--- src/rtl/pipeline_pkg.sv ---
// Shared pipeline widths and the pending-write counter limit used by the
// writeback scoreboard and its per-register counters.
package pipeline_pkg;

    localparam int DATA_W = 32;
    localparam int REG_AW = 5;
    localparam int CNT_W  = 2;

    // Largest value a CNT_W-bit pending counter may hold.
    function automatic int cnt_max(input int width);
        return (1 << width) - 1;
    endfunction

    localparam int CNT_MAX = cnt_max(CNT_W);

endpackage

--- src/rtl/pending_counter.sv ---
// Saturating up/down count of writes in flight to one architectural register.
module pending_counter #(
    parameter int CNT_W = pipeline_pkg::CNT_W
) (
    input  logic clk,
    input  logic rst,
    input  logic inc,
    input  logic dec,
    output logic zero,
    output logic full
);
    import pipeline_pkg::*;

    localparam logic [CNT_W-1:0] LIMIT = CNT_W'(cnt_max(CNT_W));

    logic [CNT_W-1:0] count;

    // Simultaneous inc and dec cancel; either alone stops at its end of range.
    always_ff @(posedge clk) begin
        if (rst) begin
            count <= '0;
        end else if (inc && !dec && (count != LIMIT)) begin
            count <= count + 1'b1;
        end else if (dec && !inc && (count != '0)) begin
            count <= count - 1'b1;
        end
    end

    always_comb begin
        zero = (count == '0);
        full = (count == LIMIT);
    end

endmodule

--- src/rtl/writeback_scoreboard.sv ---
// MEM/WB pipeline register plus a per-register pending-write scoreboard that
// stalls ID on read-after-write hazards and throttles issue per destination.
module writeback_scoreboard #(
    parameter int DATA_W = pipeline_pkg::DATA_W,
    parameter int REG_AW = pipeline_pkg::REG_AW,
    parameter int CNT_W  = pipeline_pkg::CNT_W
) (
    input  logic              clk,
    input  logic              rst,
    input  logic              Issue_EN,
    input  logic [REG_AW-1:0] Issue_Dest,
    output logic              Issue_Ready,
    input  logic [REG_AW-1:0] Src1,
    input  logic [REG_AW-1:0] Src2,
    input  logic              Two_Src,
    output logic              Hazard,
    input  logic              MEM_WB_EN,
    input  logic              MEM_R_EN,
    input  logic [REG_AW-1:0] MEM_Dest,
    input  logic [DATA_W-1:0] MEM_ALU_Res,
    input  logic [DATA_W-1:0] MEM_Mem_Data,
    input  logic              Freeze,
    output logic              Write_EN,
    output logic [REG_AW-1:0] Dest,
    output logic [DATA_W-1:0] Write_Val
);
    import pipeline_pkg::*;

    localparam int NUM_REGS = 1 << REG_AW;

    logic                retire;
    logic [DATA_W-1:0]   wb_data;
    logic [NUM_REGS-1:0] idle;
    logic [NUM_REGS-1:0] full;

    always_comb begin
        retire  = !Freeze && MEM_WB_EN && (MEM_Dest != '0);
        wb_data = MEM_R_EN ? MEM_Mem_Data : MEM_ALU_Res;
    end

    always_ff @(posedge clk) begin
        if (rst) begin
            Write_EN  <= 1'b0;
            Dest      <= '0;
            Write_Val <= '0;
        end else if (!Freeze) begin
            Write_EN  <= MEM_WB_EN && (MEM_Dest != '0);
            Dest      <= MEM_Dest;
            Write_Val <= wb_data;
        end
    end

    // Register 0 is hardwired: never pending, never full.
    assign idle[0] = 1'b1;
    assign full[0] = 1'b0;

    // The inc request is not gated by Issue_Ready: a full counter saturates on
    // its own, and an issue paired with a retire of the same register holds.
    for (genvar r = 1; r < NUM_REGS; r++) begin : g_cnt
        pending_counter #(
            .CNT_W(CNT_W)
        ) u_cnt (
            .clk  (clk),
            .rst  (rst),
            .inc  (Issue_EN && (Issue_Dest == REG_AW'(r))),
            .dec  (retire && (MEM_Dest == REG_AW'(r))),
            .zero (idle[r]),
            .full (full[r])
        );
    end

    always_comb begin
        Issue_Ready = !full[Issue_Dest];
        Hazard      = !idle[Src1] || (Two_Src && !idle[Src2]);
    end

endmodule

--- config.mk ---
export PLATFORM = sky130hd
export DESIGN_NAME = writeback_scoreboard
export DESIGN_NICKNAME = d
export VERILOG_FILES = /design/src/rtl/pipeline_pkg.sv /design/src/rtl/pending_counter.sv /design/src/rtl/writeback_scoreboard.sv
export SDC_FILE = /design/constraint.sdc
export NUM_CORES = 1
export LEC_CHECK = 0
export ABC_AREA = 0
export CAP_MARGIN = 10
export CORE_UTILIZATION = 57
export CTS_BUF_LIST = sky130_fd_sc_hd__clkbuf_16
export DETAILED_ROUTE_END_ITERATION = 6
export HOLD_SLACK_MARGIN = 0.03
export MAX_ROUTING_LAYER = met4
export PLACE_DENSITY = 0.87
export SYNTH_ARGS = -nofsm -noshare
export SYNTH_HDL_FRONTEND = slang
export SYNTH_HIERARCHICAL = 1
export SYNTH_SLANG_ARGS = --single-unit
--- constraint.sdc ---
create_clock -name clk -period 4.92 [get_ports clk]
set_clock_uncertainty 0.05 [all_clocks]
set_input_delay 0.984 -clock clk [delete_from_list [all_inputs] [get_ports clk]]
set_output_delay 0.984 -clock clk [all_outputs]
set_load 0.02 [all_outputs]
After elaboration in Yosys (flattened, before gate mapping)
Index checks and enable logic that the tools add are counted.
{"block": "classes", "reduce_logical": 351, "add_sub_neg": 62, "n_mux": 69, "magnitude_cmp": 3, "n_eq_ne": 124}
{"op": "$logic_and 1x1->1", "n": 190}
{"op": "$eq 5x5->1 const B", "n": 32}
{"op": "$mux 2", "n": 62}
{"op": "$reduce_bool 2->1", "n": 62}
{"op": "$eq 5x4->1 const B", "n": 16}
{"op": "$logic_not 1->1", "n": 66}
{"op": "$add 2x1->2 const B", "n": 31}
{"op": "$eq 2x2->1 const B", "n": 31}
{"op": "$logic_not 2->1", "n": 31}
{"op": "$ne 2x2->1 const B", "n": 31}
{"op": "$sub 2x1->2 const B", "n": 31}
{"op": "$eq 5x3->1 const B", "n": 8}
{"op": "$mux 32", "n": 1}
{"op": "$eq 5x2->1 const B", "n": 4}
{"op": "$lt 5x6->1 const B", "n": 3}
{"op": "$bmux 1 s5", "n": 3}
{"op": "$eq 5x1->1 const B", "n": 2}
{"op": "$reduce_bool 5->1", "n": 1}
{"op": "$mux 1", "n": 3}
{"op": "$logic_or 1x1->1", "n": 1}
{"block": "word_totals", "reg_bits": 100, "word_cells": 643, "out_inout_bits": 40, "in_bits": 91}

Depth between registers and ports, before layout
Gate-level depths: netlist of run 1.
{"block": "depth", "word_depth": 8, "depth_mapped": 8, "depth_no_buf": 7}

Modules after synthesis
The synthesis of run 1 kept the hierarchy.
{"module": "pending_counter", "instances": 31, "cells_each": 14, "area_each_um2": 121.4}
{"module": "writeback_scoreboard", "instances": 1, "cells_each": 369, "area_each_um2": 2901.5}

Worst setup path before layout of run 1
No wires, ideal clock.
{"block": "synth_path", "kind": "input -> output", "start": "input Issue_Dest[0]", "end": "output Issue_Ready", "path_slack_ns": 1.239, "arrival_time_ns": 2.647, "path_stages": 5, "path_buffers": 2, "path_cell_list": "buf_2 buf_6 mux4_2 mux4_2 mux2i_1"}
{"block": "synth_between", "elab_chain_len": 3}
{"item": "start, declared", "line": "writeback_scoreboard.sv:11", "rtl": "input logic [REG_AW-1:0] Issue_Dest,"}
{"item": "$bmux 1 s5", "line": "writeback_scoreboard.sv:73", "rtl": "Issue_Ready = !full[Issue_Dest];"}
{"item": "$mux 1 (not written as such)", "line": "writeback_scoreboard.sv:73"}
{"item": "$logic_not 1->1", "line": "writeback_scoreboard.sv:73"}
{"item": "end, declared", "line": "writeback_scoreboard.sv:12", "rtl": "output logic Issue_Ready,"}
Every way passes these cells. The select of a mux whose other input is x is not followed.

Worst setup path after layout of run 1
{"block": "layout_path", "start": "input Src1[2]", "end": "output Hazard"}
{"block": "layout_between", "elab_chain_len": 4}
{"item": "start, declared", "line": "writeback_scoreboard.sv:13", "rtl": "input logic [REG_AW-1:0] Src1,"}
{"item": "$bmux 1 s5", "line": "writeback_scoreboard.sv:74", "rtl": "Hazard = !idle[Src1] || (Two_Src && !idle[Src2]);"}
{"item": "$mux 1 (not written as such)", "line": "writeback_scoreboard.sv:74"}
{"item": "$logic_not 1->1", "line": "writeback_scoreboard.sv:74"}
{"item": "$logic_or 1x1->1", "line": "writeback_scoreboard.sv:74"}
{"item": "end, declared", "line": "writeback_scoreboard.sv:16", "rtl": "output logic Hazard,"}
Every way passes these cells. The select of a mux whose other input is x is not followed.

==> results.yml, run 1 <==
placement:
  place_hpwl_um: 12900
  dpl.cell_count: 1046
  gp_congestion: 0.950
  port_buffers: 130
  dpl_cell_area_um2: 8020
  preCtsSetupSlack_ps: 209
die:
  dieArea_um2: 12100
  die_width_um: 110
  core-area_um2: 11400
  die_h_um: 110
  initial_core_util_pct: 58.4
  ioPinCount: 131
  rows: 39
global_routing:
  grt_pass1_vias: 5482
  grt_use_met1_pct: 36.5
  grtUsageTotal_pct: 29.4
  met2_usage_pct: 47.4
  grt_max_degree: 74
  use_met3_pct: 5.06
  grt.overflow.total: 0
  antenna_found_initial: 0
  grt_pass1_wl_um: 26400
  grt-busiest-layer: "met2"
worst_setup_path:
  crit_fanout: 9
  critical_path_class: "primary input to primary output"
  critPathCaptureType: "primary output"
  cp.arrival_ps: 3670
  r2r.worst_path.cells: 2
  cp.required_ps: 3890
  startpoint_type: "primary input"
drt:
  routedWlPerCell_um: 15.8
  first_pass_iters: 6
  wl_um: 16800
  viasPerCell: 5.82
  ant_nets: 0
  drtIter0Drc: 410
  vias: 6180
  drc: 0
power:
  powerDensity_nw_per_um2: 228
  p_sw_share_pct: 24.9
  peakVddDrop_uv: 136
  p_comb_share_pct: 16.1
  clkPwrFrac_pct: 39.2
  switchingPower_mw: 0.472
  p_leak_nw: 2.90
  seqPwrFrac_pct: 44.6
  p_int_mw: 1.42
synthesis:
  yosys_most_used_dff: "dfxtp_1"
  synth-seq-cells: 100
  synthMuxAreaShare_pct: 14.4
  avgSynthCellArea_um2: 8.30
  synthArstFlopShare_pct: 0
  synth_compound_area_share_pct: 19.6
  synth_edf_count: 0
  synth_top_family_by_area: "simple AND/OR/NAND/NOR gates"
  yosys.area_share.adder_pct: 0
  yosys.area_share.simple_pct: 33.7
  yosysSeqAreaShare_pct: 30.0
  synth_nets: 894
  yosysWarnings: 6
  syn_area_um2: 6660
  synth_xor_xnor_area_share_pct: 0
  netlist-cell-type-count: 38
  synthCells: 803
clock_network:
  root_buffer: "clkbuf_16"
  holdBufCountCts: 0
  cts_buffers: 9
  clockBufferDepth: 2
  htree_num_levels: 3
  cts_setup_buffers: 0
  clk_pin_slew_ps: 70
  clock_latency_ps: 350
  clkSinkCount: 100
  cts_tree: "done"
  cts-resized-gates: 0
final_layout:
  n_antenna_cell: 0
  nNetsFinal: 1005
  fillerInstances: 858
  final_cells: 1061
  final_util_pct: 72.9
  area_delta_synth_final_pct: 24.9
  fin_area_um2: 8320
  drive_above_1_share_pct: 15.0
timing:
  fin_crit_sh_pct: 95.7
  hold_viol: 0
  tightestPinTransition_ps: 922
  finalSetupViolations: 0
  setup_slack_ps: 212
  slew_headroom_pct: 38.5
  period_minus_slack_ps: 4710
  grt_setup_unrepaired: "false"
  fmax_ghz: 0.212
  setup_tns_ps: 0
  maxSlewViolCount: 0
flow_run:
  cap_violations: 0
hold_path:
  hold_path.class: "flop to flop"
  hold_depth: 2
run_status:
  outcome: "finished, final reports clean"
-- cell families after synthesis --
| kind of cell | Yosys count |
|---|---|
| AND/OR/NAND/NOR | 429 |
| flip-flops | 100 |
| buffers and inverters | 36 |
| multiplexers | 68 |
| AO/OA/AOI/OAI | 170 |
-- per-layer routing --
| metal | part of all wire (%) | vias up | wire length, µm |
|---|---|---|---|
| li1 | - | 3048 | - |
| met4 | 2.5 | 0 | 425 |
| met2 | 47 | 260 | 7900 |
| met1 | 43 | 2831 | 7160 |
| met3 | 7.8 | 41 | 1320 |
| met5 | 0 | - | 0 |
-- registers in the layout, indices dropped and copies added, names as in the netlist --
signal and count:
g_cnt.u_cnt/count 62, Write_Val 32, Dest 5, Write_EN 1
-- final timing paths --
path	from	endpoint	slack [ps]
setup / recovery	Src1[2]	Hazard	210
hold / removal	Write_Val[4]$_SDFFE_PP0N_	Write_Val[4]$_SDFFE_PP0N_	440
setup reg to reg	g_cnt[6].u_cnt/count[1]$_SDFFE_PP0P_	g_cnt[6].u_cnt/count[0]$_SDFFE_PP0P_	3980
hold reg to reg	Write_Val[4]$_SDFFE_PP0N_	Write_Val[4]$_SDFFE_PP0N_	440
-- power groups by stage --
stage | sequential [mW] | combinational [mW] | clock, mW
floorplan | 0.886 | 0.131 | 0
global placement | 0.863 | 0.301 | 0
detailed placement | 0.864 | 0.305 | 0
CTS | 0.846 | 0.306 | 0.757
global route | 0.849 | 0.329 | 0.785
finish | 0.846 | 0.306 | 0.744
-- worst max-delay path, cell delays in order --
cell             delay [ps]
clkdlybuf4s50_1         730
mux4_2                  550
and3b_1                 170
or4_1                   510
o211ai_1                110
clkdlybuf4s50_1         620
-- area by class of cell --
| type | count | area, µm² | area share [%] |
|---|---|---|---|
| Clock inverter | 6 | 80.1 | 0.962 |
| Clock buffer | 9 | 225 | 2.71 |
| Timing Repair Buffer | 134 | 1320 | 15.8 |
| Inverter | 2 | 7.51 | 0.0902 |
| Sequential cell | 100 | 2000 | 24.0 |
| Multi-Input combinational cell | 667 | 4510 | 54.2 |
| Tap cell | 143 | 179 | 2.15 |
-- stage by stage --
stage | hold slack (ps) | power [mW]
final | 440 | 1.90
after detailed placement | 427 | 1.17
after global routing | 463 | 1.96
after floorplan | 422 | 1.02
after global placement | 416 | 1.16
after CTS | 442 | 1.91
-- synth_stat cells (6+ instances only) --
library cell | n | area share (%)
and2b_1 | 31 | 3.5
nor2_1 | 191 | 11
buf_1 | 6 | 0.34
mux4_2 | 22 | 7.4
and2_1 | 32 | 3.0
nand3b_1 | 33 | 3.7
nand2b_1 | 42 | 3.9
dfxtp_1 | 100 | 30
or2b_2 | 31 | 4.1
clkbuf_1 | 23 | 1.3
o21ai_2 | 31 | 4.1
nand2_1 | 44 | 2.5
o21ai_0 | 34 | 2.6
a221oi_2 | 31 | 7.0
nor3_1 | 8 | 0.60
mux2i_1 | 45 | 6.8
a21oi_1 | 64 | 4.8
-- cells in the final DEF (no fill, tap or decap), types with 3 or more instances in the layout --
cell | netlist | routed
a211oi_1 | 3 | 3
a21oi_1 | 64 | 64
a221oi_2 | 31 | 31
and2_1 | 32 | 32
and2b_1 | 31 | 31
buf_4 | 1 | 5
clkbuf_16 | 0 | 9
clkdlybuf4s50_1 | 0 | 127
dfxtp_1 | 100 | 100
mux2i_1 | 45 | 45
mux4_2 | 22 | 22
nand2_1 | 44 | 44
nand2b_1 | 42 | 42
nand3_1 | 4 | 4
nand3b_1 | 33 | 33
nor2_1 | 191 | 191
nor3_1 | 8 | 8
nor3b_1 | 3 | 3
o21ai_0 | 34 | 34
o21ai_2 | 31 | 31
or2b_2 | 31 | 31
Note: power is estimated with default switching activity, not from simulation.
==> run 2, diff against run 1 <==
Settings changed: GPL_ROUTABILITY_DRIVEN set to 0.
==> results of run 2 <==
No change in the layout: final DEF, timing and power equal those of run 1.
==> run 3, diff against run 2 <==
Settings changed: CORE_ASPECT_RATIO set to 0.6, PLACE_DENSITY 0.87 to 0.92.
==> run 3 against run 2 <==
Register-to-register slack got worse by 80 ps. Sequential power barely moved. Final cell count increased by 1.8%. Global-route usage is 2.7 points higher. Highest routed layer unchanged. Setup slack improved by 55 ps. Routed wire length up 8.8%. Core utilization grew 0.81 points. Critical path type unchanged. Die area up 0.12%. Fmax rose by 1.2%. Critical path depth stayed put. Sequential cell count unchanged. Non-clock buffer count up 1.
==> results.yml, run 3 (synthesized netlist as in run 1, its figures left out) <==
die:
  die_h_um: 85.8
  initial_core_util_pct: 58.8
  die_width_um: 142
  dieArea_um2: 12100
  rows: 30
  core-area_um2: 11300
  ioPinCount: 131
timing:
  hold_viol: 0
  hold_ws_ps: 439
  tightestPinTransition_ps: 944
  grt_setup_unrepaired: "false"
  finalSetupViolations: 0
  fin_crit_sh_pct: 94.6
  period_minus_slack_ps: 4650
  slew_headroom_pct: 37.1
  fmax_ghz: 0.215
  setup_tns_ps: 0
  maxSlewViolCount: 0
final_layout:
  area_delta_synth_final_pct: 25.4
  n_antenna_cell: 0
  drive_above_1_share_pct: 15.4
  nNetsFinal: 1006
  final_util_pct: 73.7
  mostFrequentLayoutCell: "nor2_1"
  largest_reg_flops: 62
  final_cells: 1080
  reg_top3: "g_cnt.u_cnt/count x62, Write_Val x32, Dest x5"
  regMostFlops: "g_cnt.u_cnt/count"
  layout_common_cells: "nor2_1 (191), clkdlybuf4s50_1 (127), dfxtp_1 (100)"
worst_setup_path:
  path_delay_family: "buffers and inverters"
  crit_buf_inv: 2
  startpoint_type: "primary input"
  r2r.worst_path.cells: 2
  critical_path_class: "primary input to primary output"
  reg2reg_to: "g_cnt[22].u_cnt/count[0]$_SDFFE_PP0P_"
  critPathCaptureType: "primary output"
  slowest_delay_ps: 760
  reg2reg_slack_ps: 3900
  r2r_start: "g_cnt[22].u_cnt/count[1]$_SDFFE_PP0P_"
  cpMaxStageDelayCell: "clkdlybuf4s50_1"
  path_cells: "clkdlybuf4s50_1 -> mux4_2 -> o211ai_1 -> o311ai_0 -> o211ai_1 -> clkdlybuf4s50_1"
  cp.arrival_ps: 3620
  cp.required_ps: 3890
  crit_fanout: 9
drt:
  vias: 6319
  wl_um: 18300
  drc: 0
  first_pass_iters: 5
  drtIter0Drc: 591
  ant_nets: 0
  viasPerCell: 5.85
  routedWlPerCell_um: 16.9
clock_network:
  cts-resized-gates: 0
  clk_pin_slew_ps: 70
  clockBufferDepth: 2
  cts_setup_buffers: 0
  clkSinkCount: 100
  cts_buffers: 9
  clock_latency_ps: 350
  htree_num_levels: 3
  holdBufCountCts: 0
  cts_tree: "done"
  root_buffer: "clkbuf_16"
global_routing:
  grt.overflow.total: 0
  grt_max_degree: 73
  grt_pass1_vias: 5875
  grt_pass1_wl_um: 29400
  grtUsageTotal_pct: 32.1
  antenna_found_initial: 0
power:
  powerDensity_nw_per_um2: 227
  peakVddDrop_uv: 143
  p_leak_nw: 2.90
  total_power_mw: 1.89
hold_path:
  hold_path.class: "flop to flop"
  hold_end: "Write_Val[27]$_SDFFE_PP0N_"
  hp-start: "Write_Val[27]$_SDFFE_PP0N_"
  hold_depth: 2
placement:
  place_hpwl_um: 13700
  dpl.cell_count: 1064
  port_buffers: 130
flow_run:
  cap_violations: 0
run_status:
  outcome: "finished, final reports clean"
[run 3: changes by cell type in the layout (fill, tap and decap cells not counted), sizes merged]
cell      previous run  this run
inv                  2         5
clkinv               3         1
buf                  7         8
bufinv               2         1
clkinvlp             1         2
[run 3: cell type report]
cell class | instances | area [µm²]
multi-input combinational | 667 | 4510
fill | 820 | 2980
sequential | 100 | 2000
timing repair buffer | 135 | 1330
clock buffer | 9 | 225
tap | 160 | 200
clock inverter | 7 | 82.6
inverter | 2 | 7.51
[run 3: worst max path at each step]
stage,startpoint,end,slack (ps),cells past startpoint
after global routing,Src2[0],Hazard,180,6
after CTS,Src2[0],Hazard,270,6
after global placement,Src1[2],Hazard,340,6
final,Src2[0],Hazard,270,6
after detailed placement,Src2[0],Hazard,280,6
after floorplan,Issue_Dest[0],Issue_Ready,1240,5
[run 3: worst reg2reg max path: stages (launching register included)]
cell and delay [ps]:
dfxtp_1 450, nand3b_1 170, a221oi_2 260
[run 3: power by group]
part	leakage, nW	internal [mW]	switching [mW]
combinational	1.94	0.155	0.155
clock	0.145	0.403	0.336
sequential	0.813	0.831	0.0143
[run 3: per-stage QoR]
stage                     worst slack (ps)  instance area, µm²
after floorplan                       1240                6660
after global placement                 339                8050
after detailed placement               279                8050
after CTS                              274                8360
after global routing                   184                8360
final                                  267                8360
[run 3: layer usage]
metal  GRT usage [%]  routed length (µm)  up-vias
met5               -                   0        -
met4            8.41                 309        0
met3            11.3                2170       38
met2            49.5                7990      315
met1            39.9                7820     2899
li1                -                   -     3067
